==> src/rtl/ofdm_rx_ctrl_pkg.sv <==
// Shared types, default generics and helpers for the OFDM receive controller.
package ofdm_rx_ctrl_pkg;

    localparam int FRAME_BITS_DEF      = 256;
    localparam int TIMEOUT_SAMPLES_DEF = 4000;
    localparam int LEVEL_WIDTH_DEF     = 16;
    localparam int BITS_PER_STROBE     = 2;
    localparam int CNT_W               = 16;

    typedef enum logic [2:0] {
        ST_IDLE,
        ST_INIT,
        ST_SEARCH,
        ST_RECEIVE,
        ST_DONE,
        ST_TIMEOUT
    } rx_state_e;

    typedef struct packed {
        logic data_valid;
        logic sym_start;
        logic sym_valid;
        logic rcv_valid;
    } rx_strobe_t;

    // Saturating add for the frame counters; they pin at all-ones instead of wrapping.
    function automatic logic [CNT_W-1:0] sat_add(input logic [CNT_W-1:0] a, input int unsigned inc);
        logic [CNT_W:0] s;
        s = {1'b0, a} + (CNT_W+1)'(inc);
        return s[CNT_W] ? '1 : s[CNT_W-1:0];
    endfunction

endpackage

==> src/rtl/ofdm_rx_watchdog.sv <==
// Sample watchdog: counts input samples since the last sign of progress, saturating at limit.
module ofdm_rx_watchdog #(
    parameter int WD_W = 12
) (
    input  logic            clk,
    input  logic            rst,
    input  logic            clear,
    input  logic            tick,
    input  logic [WD_W-1:0] limit,
    output logic            expired
);

    logic [WD_W-1:0] cnt_q, cnt_d;

    always_comb begin
        cnt_d = cnt_q;
        if (clear)
            cnt_d = '0;
        else if (tick && (cnt_q < limit))
            cnt_d = cnt_q + WD_W'(1);
    end

    // Looks at the post-update count so expiry lines up with the sample that caused it.
    assign expired = (cnt_d >= limit);

    always_ff @(posedge clk or posedge rst) begin
        if (rst)
            cnt_q <= '0;
        else
            cnt_q <= cnt_d;
    end

endmodule

==> src/rtl/ofdm_rx_ctrl.sv <==
// Frame-level control for the OFDM RX chain: init, symbol search, bit counting, timeout.
module ofdm_rx_ctrl
    import ofdm_rx_ctrl_pkg::*;
#(
    parameter int frame_bits_g      = FRAME_BITS_DEF,
    parameter int timeout_samples_g = TIMEOUT_SAMPLES_DEF,
    parameter int level_width_g     = LEVEL_WIDTH_DEF
) (
    input  logic                     sys_clk,
    input  logic                     sys_rst,
    input  logic                     enable_i,
    input  logic [level_width_g-1:0] min_level_cfg_i,
    input  logic                     rx_data_valid_i,
    input  logic                     rx_symbols_start_i,
    input  logic                     rx_symbols_valid_i,
    input  logic                     rx_rcv_data_valid_i,
    output logic                     sys_init_o,
    output logic [level_width_g-1:0] min_level_o,
    output logic                     busy_o,
    output logic                     frame_done_o,
    output logic                     timeout_o,
    output logic [CNT_W-1:0]         symbol_cnt_o,
    output logic [CNT_W-1:0]         bit_cnt_o
);

    localparam int          WD_W         = $clog2(timeout_samples_g + 1);
    localparam logic [31:0] FRAME_BITS_U = frame_bits_g;

    rx_state_e                state_q, state_d;
    logic [CNT_W-1:0]         sym_cnt_q, sym_cnt_d;
    logic [CNT_W-1:0]         bit_cnt_q, bit_cnt_d;
    logic [level_width_g-1:0] level_q, level_d;
    logic                     init_q, init_d;
    logic                     busy_q, busy_d;
    logic                     done_q, done_d;
    logic                     tmo_q, tmo_d;
    logic                     wd_clear, wd_tick, wd_expired;
    rx_strobe_t               stb;

    assign stb = '{data_valid: rx_data_valid_i, sym_start: rx_symbols_start_i,
                   sym_valid: rx_symbols_valid_i, rcv_valid: rx_rcv_data_valid_i};

    ofdm_rx_watchdog #(.WD_W(WD_W)) u_wd (
        .clk     (sys_clk),
        .rst     (sys_rst),
        .clear   (wd_clear),
        .tick    (wd_tick),
        .limit   (WD_W'(timeout_samples_g)),
        .expired (wd_expired)
    );

    always_comb begin
        state_d   = state_q;
        sym_cnt_d = sym_cnt_q;
        bit_cnt_d = bit_cnt_q;
        level_d   = level_q;
        wd_clear  = 1'b0;
        wd_tick   = 1'b0;
        case (state_q)
            ST_IDLE: if (enable_i) state_d = ST_INIT;
            ST_INIT: begin
                wd_clear = 1'b1;
                state_d  = ST_SEARCH;
            end
            ST_SEARCH: begin
                wd_tick = stb.data_valid;
                if (!enable_i) begin
                    state_d = ST_IDLE;
                end else if (stb.sym_start) begin
                    state_d   = ST_RECEIVE;
                    sym_cnt_d = CNT_W'(1);
                end else if (wd_expired) begin
                    state_d = ST_TIMEOUT;
                end
            end
            ST_RECEIVE: begin
                wd_tick  = stb.data_valid;
                wd_clear = stb.sym_valid;
                if (!enable_i) begin
                    state_d = ST_IDLE;
                end else begin
                    if (stb.sym_start && stb.sym_valid)
                        sym_cnt_d = sat_add(sym_cnt_q, 1);
                    if (stb.rcv_valid)
                        bit_cnt_d = sat_add(bit_cnt_q, BITS_PER_STROBE);
                    // A completed frame takes priority over a simultaneous watchdog expiry.
                    if ({16'd0, bit_cnt_d} >= FRAME_BITS_U)
                        state_d = ST_DONE;
                    else if (wd_expired)
                        state_d = ST_TIMEOUT;
                end
            end
            ST_DONE, ST_TIMEOUT: state_d = enable_i ? ST_INIT : ST_IDLE;
            default: state_d = ST_IDLE;
        endcase

        if (state_d == ST_INIT) begin
            sym_cnt_d = '0;
            bit_cnt_d = '0;
            level_d   = min_level_cfg_i;
        end

        init_d = (state_d == ST_INIT);
        busy_d = (state_d != ST_IDLE);
        done_d = (state_d == ST_DONE);
        tmo_d  = (state_d == ST_TIMEOUT);
    end

    always_ff @(posedge sys_clk or posedge sys_rst) begin
        if (sys_rst) begin
            state_q   <= ST_IDLE;
            sym_cnt_q <= '0;
            bit_cnt_q <= '0;
            level_q   <= '0;
            init_q    <= 1'b0;
            busy_q    <= 1'b0;
            done_q    <= 1'b0;
            tmo_q     <= 1'b0;
        end else begin
            state_q   <= state_d;
            sym_cnt_q <= sym_cnt_d;
            bit_cnt_q <= bit_cnt_d;
            level_q   <= level_d;
            init_q    <= init_d;
            busy_q    <= busy_d;
            done_q    <= done_d;
            tmo_q     <= tmo_d;
        end
    end

    assign sys_init_o   = init_q;
    assign min_level_o  = level_q;
    assign busy_o       = busy_q;
    assign frame_done_o = done_q;
    assign timeout_o    = tmo_q;
    assign symbol_cnt_o = sym_cnt_q;
    assign bit_cnt_o    = bit_cnt_q;

endmodule

==> config.mk <==
export PLATFORM = sky130hd
export DESIGN_NAME = ofdm_rx_ctrl
export DESIGN_NICKNAME = d
export VERILOG_FILES = /design/src/rtl/ofdm_rx_ctrl_pkg.sv /design/src/rtl/ofdm_rx_watchdog.sv /design/src/rtl/ofdm_rx_ctrl.sv
export SDC_FILE = /design/constraint.sdc
export NUM_CORES = 1
export LEC_CHECK = 0
export ABC_CLOCK_PERIOD_IN_PS = 5100
export CAP_MARGIN = 20
export CORE_MARGIN = 5
export CORE_UTILIZATION = 40
export CTS_CLUSTER_SIZE = 12
export DETAILED_ROUTE_END_ITERATION = 7
export PLACE_DENSITY_LB_ADDON = 0.25
export RECOVER_POWER = 25
export SLEW_MARGIN = 10
export SYNTH_ARGS = -nofsm -noshare
export SYNTH_HDL_FRONTEND = slang
export SYNTH_SLANG_ARGS = --single-unit
==> constraint.sdc <==
create_clock -name sys_clk -period 5.1 [get_ports sys_clk]
set_input_delay 1.275 -clock sys_clk [delete_from_list [all_inputs] [get_ports sys_clk]]
set_output_delay 1.275 -clock sys_clk [all_outputs]
set_load 0.005 [all_outputs]
# ---- Word-level counts from Yosys, hierarchy flattened
# Index checks and enable logic that the tools add are counted.
# Widths: inputs -> output; s select.
dict set report totals {
  regBits 67
  in_bits 23
  elab_cells 64
}
dict set report op_classes {
  n_addsub 3
  order_cmp 3
  eq_ne 12
  n_mux 26
  n_reduce_logical 11
}
# operator count
set ops {}
lappend ops {{$mux 16} 13}
lappend ops {{$pmux 16 s2} 1}
lappend ops {{$mux 12} 2}
lappend ops {{$mux 3} 6}
lappend ops {{$add 16x1->17 const B} 1}
lappend ops {{$add 16x2->17 const B} 1}
lappend ops {{$ge 16x9->1 const B} 1}
lappend ops {{$pmux 3 s5} 1}
lappend ops {{$add 12x1->12 const B} 1}
lappend ops {{$eq 3x3->1 const B} 4}
lappend ops {{$ge 12x12->1 const B} 1}
lappend ops {{$lt 12x12->1 const B} 1}
lappend ops {{$ne 3x3->1 const B} 4}
lappend ops {{$eq 3x1->1 const B} 2}
lappend ops {{$eq 3x2->1 const B} 2}
lappend ops {{$reduce_bool 3->1} 2}
lappend ops {{$reduce_and 5->1} 1}
lappend ops {{$reduce_bool 2->1} 2}
lappend ops {{$reduce_or 2->1} 2}
lappend ops {{$logic_not 3->1} 1}
lappend ops {{$logic_and 1x1->1} 2}
lappend ops {{$mux 1} 2}
lappend ops {{$pmux 1 s2} 1}
lappend ops {{$reduce_and 2->1} 1}

# ---- Logic depth before layout (Yosys ltp)
dict set report depth {
  word_depth 14
  depth_mapped 9
  depth_no_buf 8
}

# ---- Modules after synthesis
# Synthesis repeated with hierarchy kept, for this count alone.
dict set report unflattened {
  cells_unflattened 446
  area_unflattened_um2 4145.2
}
# module n_inst cells_each area_each_um2 seq_area_each_um2
set by_module_without_submodules {}
lappend by_module_without_submodules {ofdm_rx_ctrl 1 313 2970.3 1376.3}
lappend by_module_without_submodules {ofdm_rx_watchdog 1 133 1174.9 300.3}

# ---- Worst setup path after synthesis
# OpenSTA, ideal clock, no wires.
dict set report synth_timing {
  path_kind {in2reg}
  from {input rx_rcv_data_valid_i}
  to {register tmo_q (netlist: timeout_o)}
  setup_time_ns 0.082
  t_arrival_ns 2.746
  required_time_ns 5.018
  slack_ns 2.272
  path_stages 8
  path_buffers 1
  path_cell_list {and4_1 and2_1 buf_2 a21o_1 a211o_1 nor4b_2 o21ai_1 a22oi_2}
}
dict set report synth_via {
  elab_chain_cells 8
}
# item line_no
set synth_rtl {}
lappend synth_rtl {{start, declared} ofdm_rx_ctrl.sv:16} ;# input logic rx_rcv_data_valid_i,
lappend synth_rtl {{$mux 16} ofdm_rx_ctrl.sv:84} ;# if (stb.rcv_valid)
lappend synth_rtl {{$mux 16} ofdm_rx_ctrl.sv:79} ;# if (!enable_i) begin
lappend synth_rtl {{$mux 16} ofdm_rx_ctrl.sv:59} ;# case (state_q)
lappend synth_rtl {{$ge 16x9->1} ofdm_rx_ctrl.sv:87} ;# if ({16'd0, bit_cnt_d} >= FRAME_BITS_U)
lappend synth_rtl {{$mux 3} ofdm_rx_ctrl.sv:87}
lappend synth_rtl {{$mux 3} ofdm_rx_ctrl.sv:79}
lappend synth_rtl {{$pmux 3 s5} ofdm_rx_ctrl.sv:59}
lappend synth_rtl {{$eq 3x3->1} ofdm_rx_ctrl.sv:106} ;# tmo_d = (state_d == ST_TIMEOUT);
lappend synth_rtl {{via tmo_d} ofdm_rx_ctrl.sv:36} ;# logic tmo_q, tmo_d;
lappend synth_rtl {{end signal, assigned} ofdm_rx_ctrl.sv:127} ;# tmo_q <= tmo_d;
lappend synth_rtl {{end, declared} ofdm_rx_ctrl.sv:36}
# The timed path passes the listed nets, and every way through them passes these cells. The select of a mux whose other input is x is not followed.
# A chain may end at the register's enable or synchronous reset.

==> results.md <==
- The flow ran to the end, but the final reports show violations.
- The checks that failed: capacitance limit, slew limit.
- The number of antenna violations at the first check in global routing was 0.
- The critical path contains buffers and inverters numbering 4 combined.
- The number of sinks handled by clock tree synthesis is 67.
- For this run, the detailed router's first-pass iteration total came to 4.
- The H-tree level count is 3.
- Setup repair after global routing left no endpoint under its margin.
- The required time reported for the critical path endpoint is 5.62 ns.
- The largest single stage delay on the critical path is 1.47 ns.
- The global routing usage summed across all routing layers is 16.3%.
- The part of the cycle the worst path needs is 72.2%.
- The arrival time of data at the critical path endpoint is 4.20 ns.
- The chip height is 106 um.
- Setup violations remaining at the end of the flow were counted as 0.
- The pin slew with the least headroom to its limit is 1.97 ns.
- A synthesized cell averages 9.28 um2.
- The wire-length estimate of the detail-placed layout is 6.22 mm.
- The post-synthesis cell type count is 59.
- From left edge to right edge, the die measures 106 um.
- The type of element launching the critical path is a primary input.
- After detailed routing, the number of vias per cell comes to 5.53.
- Wires add up to 8.77 mm.
- The setup total negative slack is 0 ns.
- The post-cts gate resize count is 0.
- The final count of hold timing violations came to 0.
- TritonCTS built the clock tree.
- The count of mapped cells out of synthesis is 394.
- Routability-driven placement finished with a final weighted congestion of 0.813.
- When the netlist entered floorplanning its net count stood at 420.
- For this run, asynchronously set or reset flops after synthesis account for 100%.
- The number of hold buffers added after CTS was 0.
- The buffer type at the clock tree root is sky130_fd_sc_hd__clkbuf_8.
- The number of fill cells is 836.
- The total via count in the routed design is 3189.
- After floorplanning, the core was divided into 34 placement rows.
- The maximum vdd ir drop is 0.231 mV.
- The number of pins with negative max-slew slack in the final report came to 37.
- The number of clock buffers added by TritonCTS is 9.
- Clock-pin slew was measured on the worst setup and hold paths at 0.08 ns.
- For this configuration, the core starts out at a cell density of 41.5%.
- The type of the worst setup path is primary input to async pin.
- The number of setup buffers added after CTS is 0.
- In this run the static leakage power is 1.88 nW.
- The largest buffer count on any clock path is 2.
- Measured against its own limit, the worst slew margin works out to -31.5%.
- In this run the worst path has a maximum fanout of 36.
- The maximum number of pins on one net before global-route repair is 37.
- After the first detailed-routing iteration, the DRC count stood at 89.
- The share of final-layout standard cells stronger than drive strength 1 is 10.9%.
- The largest individual stage delay along the critical path comes from the cell sky130_fd_sc_hd__clkbuf_1.
- Summing every instance area after synthesis gives 3650 um2.
- Between clock sinks in the finished design, the worst skew comes to 0.0107 ns.
- The cell family contributing the most delay on the critical path is buffers and inverters.
- The proportion of synthesized chip area in sequential cells is 45.9%.
- The area of the die is 11100 um2.
- The first global-routing pass estimated 15.0 mm of wire.
- Subtracting the final worst setup slack from the clock period gives 3.68 ns.
- The main flop type after synthesis is sky130_fd_sc_hd__dfrtp_1.
- The core region is 8810 um2.
- Compared with the post-synthesis result, the final layout area differs by 28.3%.
- The count of state elements after synthesis is 67.
- In this run the tool buffered the top-level ports with 74 buffer cells.
- The class of the tightest hold or removal check is register to register.
- The number of flops mapped to enable cells by yosys is 0.
- The Yosys warning count is 0.
- The via count of the first global-routing pass came to 3112.
- The final worst hold slack is 0.509 ns.
- The total overflow left after global routing is 0.
- The count of nets left with antenna violations once routing finished came out at 0.
- For this run, the post-layout net count is 490.
- For this run, design rule violations remaining after detail routing come to 0.
- The diode insertion count for antenna repair is 0.
- For this design the top-level I/O count stands at 75.
- In the post-synthesis netlist, the biggest area contributors are sky130_fd_sc_hd__dfrtp_1, sky130_fd_sc_hd__mux2_2, sky130_fd_sc_hd__nor2_1.
- The critical path goes through dlygate4sd3_1, inv_1, clkbuf_1, buf_4.
- Clock latency on the worst-skew pair, taken at its later pin, is 0.35 ns.
- The maximum achievable frequency is 272 MHz.
- Max-cap violations in this run came to 1.
- The type of element capturing the critical path is an async pin.
- The cell accounting for the most synthesized area is sky130_fd_sc_hd__dfrtp_1.
- In this run the power density over the cells is 326 nW/um2.
- The wire length per cell after detailed routing is 15.2 um.
- Summed over its instances, the top area cell type makes up 45.9% of the synthesized netlist area.
## cells by family (layout without fill, tap and decap cells)
family                   count (synthesis)  in the layout  synth area share, %
flip-flops                              67             67                 45.9
AO/OA/AOI/OAI                           92             92                 16.4
buffers and inverters                   29            104                 3.53
AND/OR/NAND/NOR                        172            172                 24.5
adder cells (fa/ha/maj)                  3              3                 1.03
multiplexers                            20             20                 6.03
XOR/XNOR                                11             11                 2.64
## metal layers
metal / up-vias / share of wire, % / global-route usage [%]
li1: 1552 / - / -
met1: 1562 / 47 / 21.3
met2: 73 / 47 / 25.5
met3: 2 / 6.6 / 6.60
met4: 0 / 0.28 / 4.07
met5: - / 0 / 0
## worst register-to-register path, stage by stage, from the launching register on
cell and delay [ns]:
sky130_fd_sc_hd__dfrtp_1 0.61, sky130_fd_sc_hd__nor2b_1 0.21, sky130_fd_sc_hd__and2_1 0.22, sky130_fd_sc_hd__nand3_1 0.47
sky130_fd_sc_hd__nor2_1 0.87, sky130_fd_sc_hd__o21ai_0 0.24, sky130_fd_sc_hd__a21oi_1 0.20
## cells in the final DEF (no fill, tap or decap), drive strengths merged, types with 2 or more instances in the layout
master         count
or2                2
clkbuf            10
mux2              16
nor2              48
inv               10
clkdlybuf4s50     73
xnor2              4
nand2             37
dfrtp             67
nand4              6
a21o               4
nand3             23
buf                4
and3               9
nand2b             3
nand3b             3
o21ai             30
nor4               3
nor3b              2
ha                 3
and2b              2
xor2               7
a311oi             5
a21oi             28
o21a               2
mux2i              4
and4               5
nor3              13
a31oi              5
clkinvlp           4
nor2b              6
and2               3
or3                3
a211oi             5
o22ai              3
## registers in the layout, indices dropped and copies added (netlist names)
signal / flops
state_q: 3
u_wd.cnt_q: 12
sys_init_o: 1
timeout_o: 1
bit_cnt_o: 16
frame_done_o: 1
busy_o: 1
min_level_o: 16
symbol_cnt_o: 16
## power by group
| part | internal, mW | switching [mW] | total (mW) | leakage [nW] |
|---|---|---|---|---|
| combinational | 0.240 | 0.158 | 0.398 | 0.899 |
| clock | 0.228 | 0.227 | 0.455 | 0.0881 |
| sequential | 0.615 | 0.0616 | 0.676 | 0.892 |
| total | 1.08 | 0.446 | 1.53 | 1.88 |
## final timing paths
path	slack (ns)	endpoint	depth (start not counted)	start
worst max-delay path	1.42	bit_cnt_o[0]	4	sys_rst
worst min-delay path	0.51	u_wd.cnt_q[10]	1	u_wd.cnt_q[10]
worst max register to register	2.20	symbol_cnt_o[13]	6	state_q[1]
worst min register to register	0.51	u_wd.cnt_q[10]	1	u_wd.cnt_q[10]
max in group sys_clk	1.58	symbol_cnt_o[13]	6	enable_i
min in group asynchronous	1.42	min_level_o[4]	2	sys_rst
## stage by stage
step / util, % / cells / power [mW] / worst slack [ns] / instance area, um2
after floorplan: - / 394 / 0.856 / 2.14 / 3650
after global placement: 50.8 / 559 / 1.08 / 1.32 / 4470
after detailed placement: 51.0 / 560 / 1.08 / 1.28 / 4490
after CTS: 53.3 / 576 / 1.55 / 1.65 / 4690
after global routing: 53.3 / 577 / 1.62 / 0.765 / 4690
final: 53.3 / 577 / 1.53 / 1.42 / 4690
## final cells by class
type,instances,area (um2),area share (%)
timing repair buffer,79,782,16.7
multi-input combinational,298,1860,39.7
tap,108,135,2.88
inverter,9,33.8,0.720
sequential,67,1680,35.7
clock buffer,9,124,2.64
clock inverter,7,77.6,1.65
## synth_stat cells (all sizes together) (7+ instances only)
| cell | n |
|---|---|
| inv | 9 |
| nand3 | 23 |
| xor2 | 7 |
| nand2 | 37 |
| nor3 | 13 |
| and3 | 9 |
| dfrtp | 67 |
| o21ai | 30 |
| mux2 | 16 |
| buf | 7 |
| a21oi | 28 |
| clkbuf | 13 |
| nor2 | 48 |
Note: power is estimated with default switching activity, not from simulation.
